**src/rtl/fpu_divider.sv**
```systemverilog
// fpu_divider: multi-cycle 32-bit integer divider fed from the FP register-file
// operand buses. Radix-2 restoring division, one quotient bit per clock, signed
// (DIV) and unsigned (DIVU) modes. Results and div_zero stay held for the FPU
// writeback mux until the next accepted start.
//
// Configuration macro: FPU_DIV_REM_EN
//   defined   -> remainder port carries the signed/unsigned remainder
//   undefined -> remainder port is tied to zero; quotient, done, div_zero and
//                latency are identical in both builds
//
// Bus bit order: fbusA/fbusB/quotient/remainder are declared [0:WIDTH-1], so
// bit 0 is the MSB and bit WIDTH-1 the LSB. Internally everything is kept in
// [WIDTH-1:0] form; plain assignment between the two preserves numeric value.

module fpu_divider #(
    parameter int WIDTH = 32,
    parameter int CNT_W = 6
) (
    input  logic             clk,
    input  logic             reset_n,
    input  logic             start,
    input  logic             div_signed,
    input  logic [0:WIDTH-1] fbusA,
    input  logic [0:WIDTH-1] fbusB,
    output logic             busy,
    output logic             done,
    output logic [0:WIDTH-1] quotient,
    output logic [0:WIDTH-1] remainder,
    output logic             div_zero
);

    typedef enum logic [1:0] {
        IDLE = 2'd0,
        LOAD = 2'd1,
        CALC = 2'd2,
        FIX  = 2'd3
    } state_t;

    localparam logic [CNT_W-1:0] LAST_ITER = CNT_W'(WIDTH - 1);

    state_t           state_q;
    logic [WIDTH-1:0] opA_q;
    logic [WIDTH-1:0] opB_q;
    logic             signed_q;
    logic [WIDTH-1:0] dvd_q;
    logic [WIDTH-1:0] dsr_q;
    logic [WIDTH-1:0] rem_q;
    logic [CNT_W-1:0] cnt_q;
    logic             qneg_q;
    logic             zeroDiv_q;
    logic             busy_q;
    logic             done_q;
    logic             dz_q;
    logic [WIDTH-1:0] quot_q;
`ifdef FPU_DIV_REM_EN
    logic             rneg_q;
    logic [WIDTH-1:0] remOut_q;
`endif

    logic             signA_d;
    logic             signB_d;
    logic [WIDTH-1:0] magA_d;
    logic [WIDTH-1:0] magB_d;
    logic [WIDTH:0]   remShift_d;
    logic [WIDTH:0]   trial_d;
    logic [WIDTH-1:0] rem_d;
    logic [WIDTH-1:0] dvd_d;
    logic             qbit_d;

    // Operand magnitudes for LOAD and one restoring step for CALC. The trial
    // difference is WIDTH+1 bits so its top bit is the borrow; a magnitude of
    // 2^(WIDTH-1) (most negative dividend/divisor) still fits unsigned.
    always_comb begin
        signA_d    = signed_q & opA_q[WIDTH-1];
        signB_d    = signed_q & opB_q[WIDTH-1];
        magA_d     = signA_d ? -opA_q : opA_q;
        magB_d     = signB_d ? -opB_q : opB_q;
        remShift_d = {rem_q, dvd_q[WIDTH-1]};
        trial_d    = remShift_d - {1'b0, dsr_q};
        qbit_d     = ~trial_d[WIDTH];
        rem_d      = qbit_d ? trial_d[WIDTH-1:0] : remShift_d[WIDTH-1:0];
        dvd_d      = {dvd_q[WIDTH-2:0], qbit_d};
    end

    // Divider controller and datapath: IDLE -> LOAD -> CALC x WIDTH -> FIX.
    // All outputs are registered; done pulses on the edge that leaves FIX.
    always_ff @(posedge clk or negedge reset_n) begin
        if (!reset_n) begin
            state_q   <= IDLE;
            opA_q     <= '0;
            opB_q     <= '0;
            signed_q  <= 1'b0;
            dvd_q     <= '0;
            dsr_q     <= '0;
            rem_q     <= '0;
            cnt_q     <= '0;
            qneg_q    <= 1'b0;
            zeroDiv_q <= 1'b0;
            busy_q    <= 1'b0;
            done_q    <= 1'b0;
            dz_q      <= 1'b0;
            quot_q    <= '0;
`ifdef FPU_DIV_REM_EN
            rneg_q    <= 1'b0;
            remOut_q  <= '0;
`endif
        end else begin
            done_q <= 1'b0;
            case (state_q)
                IDLE: begin
                    if (start) begin
                        opA_q    <= fbusA;
                        opB_q    <= fbusB;
                        signed_q <= div_signed;
                        busy_q   <= 1'b1;
                        state_q  <= LOAD;
                    end
                end
                LOAD: begin
                    dvd_q     <= magA_d;
                    dsr_q     <= magB_d;
                    rem_q     <= '0;
                    cnt_q     <= '0;
                    qneg_q    <= signA_d ^ signB_d;
`ifdef FPU_DIV_REM_EN
                    rneg_q    <= signA_d;
`endif
                    zeroDiv_q <= (opB_q == '0);
                    dz_q      <= 1'b0;
                    state_q   <= (opB_q == '0) ? FIX : CALC;
                end
                CALC: begin
                    rem_q <= rem_d;
                    dvd_q <= dvd_d;
                    if (cnt_q == LAST_ITER) begin
                        state_q <= FIX;
                    end else begin
                        cnt_q <= cnt_q + CNT_W'(1);
                    end
                end
                FIX: begin
                    if (zeroDiv_q) begin
                        quot_q   <= '1;
`ifdef FPU_DIV_REM_EN
                        remOut_q <= opA_q;
`endif
                    end else begin
                        quot_q   <= qneg_q ? -dvd_q : dvd_q;
`ifdef FPU_DIV_REM_EN
                        remOut_q <= rneg_q ? -rem_q : rem_q;
`endif
                    end
                    dz_q    <= zeroDiv_q;
                    done_q  <= 1'b1;
                    busy_q  <= 1'b0;
                    state_q <= IDLE;
                end
                default: begin
                    state_q <= IDLE;
                end
            endcase
        end
    end

    assign busy     = busy_q;
    assign done     = done_q;
    assign div_zero = dz_q;
    assign quotient = quot_q;
`ifdef FPU_DIV_REM_EN
    assign remainder = remOut_q;
`else
    assign remainder = '0;
`endif

endmodule

```
**config.mk**
```make
export PLATFORM = sky130hd
export DESIGN_NAME = fpu_divider
export DESIGN_NICKNAME = d
export VERILOG_FILES = /design/src/rtl/fpu_divider.sv
export SDC_FILE = /design/constraint.sdc
export NUM_CORES = 1
export LEC_CHECK = 0
export ABC_AREA = 1
export CORE_MARGIN = 10
export CORE_UTILIZATION = 50
export CTS_CLUSTER_SIZE = 16
export DETAILED_ROUTE_END_ITERATION = 7
export PLACE_DENSITY = 0.71
export SYNTH_ARGS = -nofsm -noshare
export SYNTH_HDL_FRONTEND = slang
export SYNTH_SLANG_ARGS = --single-unit
```
**constraint.sdc**
```tcl
create_clock -name clk -period 4.2 [get_ports clk]
set_input_delay 0.42 -clock clk [delete_from_list [all_inputs] [get_ports clk]]
set_output_delay 0.42 -clock clk [all_outputs]
set_load 0.02 [all_outputs]
```
# Word level (Yosys, flattened, before mapping)
# Index checks and enable logic that the tools add are counted.
[classes]
add_sub_neg = 5
eq_ne = 7
n_mux = 17
bitwise = 4
n_reduce_logical = 9
[op_table]
columns = ["operator", "n"]
rows = [
  ["32-bit two-way mux", 5],
  ["32-bit one-hot mux with 2 select lines", 2],
  ["32-bit negator", 3],
  ["33-bit by 32-bit subtractor with 33-bit output", 1],
  ["32-bit zero test", 1],
  ["6-bit one-hot mux with 2 select lines", 1],
  ["2-bit one-hot mux with 4 select lines", 1],
  ["2-bit AND reduction", 4],
  ["6-bit by 1-bit adder with 6-bit output, second input constant", 1],
  ["6-bit by 5-bit equality test with 1-bit output, second input constant", 1],
  ["6-bit two-way mux", 1],
  ["2-bit inequality test, second input constant", 3],
  ["2-bit nonzero test", 3],
  ["2-bit equality test, second input constant", 2],
  ["2-bit two-way mux", 2],
  ["1-bit one-hot mux with 2 select lines", 2],
  ["1-bit two-way mux", 3],
  ["1-bit AND", 2],
  ["2-bit by 1-bit equality test with 1-bit output, second input constant", 1],
  ["2-bit zero test", 1],
  ["1-bit inverter", 1],
  ["1-bit XOR", 1],
]
[totals]
ff_bits = 206
input_bits = 68
output_inout_bits = 67
word_cells = 56

# Depth between registers and ports, before layout
[depth]
ltp_word = 3
depth_mapped = 18
depth_no_buf = 18

# Worst setup path before layout
# OpenSTA, ideal clock, no wires.
[synth_path]
kind = "register -> register"
from = "register dvd_q[31]"
to = "register dvd_q[0]"
setup_time_ps = 131
arrival_ps = 2124
required_time_ps = 4069
path_slack_ps = 1945
stages_incl_launch_ff = 18
n_path_buf = 1
period_less_slack_ps = 2255
path_cell_list = "dfrtp_1 > inv_1 > ha_1 > inv_1 > fa_1 > nand2_1 > nand2_1 > nand3_1 > nand2_2 > nand2_1 > nand2_2 > nand2_4 > nand2_4 > nand2_4 > nand2_8 > buf_6 > nor2_1 > o22ai_2"
[synth_between]
elab_chain_cells = 3
[synth_lines]
columns = ["element", "line_no", "source"]
rows = [
  ["from (decl)", "45", "logic [WIDTH-1:0] dvd_q;"],
  ["from (signal assigned)", "120", "dvd_q <= magA_d;"],
  ["from (signal assigned)", "134", "dvd_q <= dvd_d;"],
  ["33-bit by 32-bit subtractor with 33-bit output", "79", "trial_d = remShift_d - {1'b0, dsr_q};"],
  ["1-bit inverter", "80", "qbit_d = ~trial_d[WIDTH];"],
  ["32-bit one-hot mux with 2 select lines", "109", "case (state_q)"],
]
# No other way between the ends.
# A chain may end at the register's enable or synchronous reset.

# Worst setup path after layout
[layout_path]
from = "register dvd_q[31]"
to = "register rem_q[20]"
[layout_between]
elab_chain_cells = 3
[layout_lines]
columns = ["element", "line_no", "source"]
rows = [
  ["33-bit by 32-bit subtractor with 33-bit output", "79", ""],
  ["32-bit two-way mux", "81", "rem_d = qbit_d ? trial_d[WIDTH-1:0] : remShift_d[WIDTH-1:0];"],
  ["32-bit one-hot mux with 2 select lines", "109", ""],
  ["to (signal assigned)", "133", "rem_q <= rem_d;"],
  ["to (decl)", "47", "logic [WIDTH-1:0] rem_q;"],
]
# No other way between the ends.

==> flow_summary.yaml <==
global_route:
  antenna_found_initial: 0
  grt_usage_pct: 21.1
  grt_overflow: 0
  grt_max_degree: 105
  grt_pass1_wl_um: 62200
  grt_pass1_vias: 11968
critical_path:
  critPathSlowestCell: "fa_1"
  path_depth: 16
  critical_path_class: "reg2reg"
  r2r_cells: 16
  critPathRequiredTime_ns: 4.61
  reg2reg_from: "dvd_q[31]$_DFFE_PN0P_"
  cp_top_family: "simple AND/OR/NAND/NOR gates"
  cp-end-kind: "flop"
  critPathArrivalTime_ns: 3.13
  path_buf_inv: 2
  ff2ff_setup_slack_ns: 1.48
  rr_endpoint: "rem_q[20]$_DFFE_PN0P_"
  slowest_delay_ns: 0.46
  crit_path_max_fanout: 32
  start_kind: "flop"
  crit_top_cell: "nand2_1"
  path_cells: "inv_1, ha_1, inv_1, fa_1, nand2_1, nand2_1, nand3_1, nand2_2, nand2_1, nand2_2, nand2_4, nand3_1, nand2_4, nand2_1, nand3_1, nand2_1"
floorplan:
  die_w_um: 187
  die_h_um: 187
  die-area_sq_um: 34800
  start_util_pct: 51.2
  rows: 60
  design.core.area_sq_um: 27100
  ios: 135
synthesis:
  synth_area_leaders: "dfrtp_1 (37%), nand2_1 (19%), inv_1 (9.2%)"
  synth_top_area_cell: "dfrtp_1"
  ys_seq_area_share_pct: 37.1
  synth_edf_count: 0
  avgSynthCellArea_sq_um: 6.62
  synthTopCellsByCount: "nand2_1 (702), inv_1 (340), dfrtp_1 (206)"
  synth-seq-cells: 206
  synth.most_common_cell: "nand2_1"
  synth-async-reset-ratio_pct: 100
  synth.distinct_cells: 49
  syn_area_sq_um: 13900
  synth_cells: 2095
  yosysWarnings: 0
  yosys_most_used_dff: "dfrtp_1"
  synth_top_cell_area_share_pct: 37.1
layout:
  multi_input_area_sq_um: 7030
  insertedDiodeCount: 0
  stdcell_area_sq_um: 15900
  n_fill_cell: 2655
  drive_above_1_share_pct: 3.79
  nets: 2280
  final_cells: 2562
  syn_to_final_growth_pct: 14.5
  regArea_sq_um: 5150
pwr:
  power.leakage_nw: 8.32
  pwr_density_cell_nw_per_um2: 905
  p_total_mw: 14.4
  vdd_ir_drop_max_v: 0.000517
outcome:
  status: "finished clean"
timing:
  fin_tns_setup_ns: 0
  rsz0062_at_grt: "no"
  finalSetupViolations: 0
  fmax_ghz: 0.367
  finalHoldViolations: 0
  worst_pin_slew_ns: 1.14
  hold-worst-slack_ns: 0.424
  finalCritPeriodShare_pct: 64.8
  slew_violations: 0
  relSlewSlack_pct: 23.9
  period_needed_ns: 2.72
  skew_ns: 0.0142
clock_network:
  cts_root_buffer: "clkbuf_16"
  clock_latency_ns: 0.53
  cts.path.max_buffers: 3
  cts_sinks: 206
  cts_buffers: 25
  path_clk_slew_ns: 0.06
  cts_max_level: 1
  cts_tree: "built"
  cts_resized: 0
placed_design:
  dp_cells: 2515
  dp_hpwl_um: 28600
  place_area_sq_um: 15100
  io_buffers: 102
  gp_congestion: 0.956
routing:
  drc_errors: 0
  dr.first_iter.drc_count: 1144
  wl_um: 37800
  via_count: 12966
  first_pass_iters: 6
  routedWlPerCell_um: 14.7
  vias_per_cell: 5.06
  postRouteAntennaNets: 0
worst_hold_path:
  hp-class: "in2reg"
  hold_end: "opA_q[15]$_DFFE_PN0P_"
  min_path_cells: 3
  hp-start: "fbusA[16]"
job:
  cap_violations: 0
## cell usage in the layout (no fill, tap or decap), types with 2 or more instances in the layout
cell,Yosys,routed
clkinvlp_4,0,2
clkbuf_16,0,25
and2_1,3,3
o211ai_1,12,12
a31oi_1,17,17
nand2_2,3,3
o22ai_1,8,8
buf_4,32,9
clkdlybuf4s50_1,0,101
ha_1,40,40
nand3_1,139,139
inv_1,340,339
nand2_1,702,702
clkinv_2,0,3
nand4_1,18,18
clkinv_4,0,3
o21ai_0,174,174
o31ai_1,2,2
inv_2,4,5
nor4_1,4,4
bufinv_16,0,2
xor2_1,28,28
xnor2_1,15,15
nor3_1,24,24
a21oi_1,73,73
nor2_1,143,142
nand3b_1,3,3
clkbuf_1,48,7
conb_1,1,32
or2_2,8,8
nor2_2,3,4
dfrtp_1,206,206
clkbuf_8,0,4
o21bai_1,2,2
o21ai_1,7,7
nand2_4,4,4
## sequential cells by signal, summed over array words and instances (netlist names)
signal,cells
opA_q,32
div_zero,1
cnt_q,6
busy,1
quotient,32
dvd_q,32
state_q,2
done,1
qneg_q,1
opB_q,32
zeroDiv_q,1
rem_q,32
signed_q,1
dsr_q,32
## metrics by stage
stage / worst slack (ns) / utilization [%]
final: 1.48 / 58.6
after global routing: 1.23 / 58.6
after CTS: 1.48 / 58.6
after detailed placement: 1.48 / 55.5
after global placement: 1.60 / 55.5
after floorplan: 1.95 / -
## worst min-delay path: cells and delay by family
| kind | cells | cell delay (ns) |
|---|---|---|
| buffers and inverters | 1 | 0.39 |
| and+or+nand+nor | 2 | 0.10 |
## cell families (layout without fill, tap and decap cells)
family,after synthesis,in the layout,share of synthesized area [%]
flip-flops,206,206,37.1
AND/OR/NAND/NOR,1061,1061,31.6
other,1,32,0.0270
adder cells (fa/ha/maj),41,41,3.75
buffers and inverters,440,504,13.1
XOR/XNOR,43,43,2.71
AO/OA/AOI/OAI,303,303,11.7
## layout make-up
class / count / share of cell area (%)
multi-input cells: 1480 / 44.2
flip-flops and latches: 206 / 32.5
inverters: 345 / 8.15
repair buffers: 113 / 7.07
clock buffers: 35 / 4.36
well taps: 372 / 2.93
clock inverters: 11 / 0.788
## per-layer routing
layer | global-route usage [%] | share of wire (%)
met1 | 32.7 | 51
met2 | 29.7 | 40
met3 | 4.08 | 7.4
met4 | 3.91 | 1.2
met5 | 0 | 0
## power breakdown
part | total (mW) | internal [mW] | switching, mW
clock network | 2.15 | 1.28 | 0.868
registers | 3.69 | 2.93 | 0.760
logic | 8.54 | 2.80 | 5.74
total | 14.4 | 7.00 | 7.37
## worst max-delay path by stage
stage                                 end  slack [ns]                   from
global placement    rem_q[19]$_DFFE_PN0P_        1.60  dvd_q[31]$_DFFE_PN0P_
global route        rem_q[20]$_DFFE_PN0P_        1.23  dvd_q[31]$_DFFE_PN0P_
finish              rem_q[20]$_DFFE_PN0P_        1.48  dvd_q[31]$_DFFE_PN0P_
floorplan            dvd_q[0]$_DFFE_PN0P_        1.95  dvd_q[31]$_DFFE_PN0P_
CTS                 rem_q[20]$_DFFE_PN0P_        1.48  dvd_q[31]$_DFFE_PN0P_
detailed placement  rem_q[10]$_DFFE_PN0P_        1.48  dvd_q[31]$_DFFE_PN0P_
## repair_timing
item	in CTS	in global routing
endpoints found under the hold margin	14	0
hold buffers	1	0
setup buffers	0	0
Note: power is estimated with default switching activity, not from simulation.
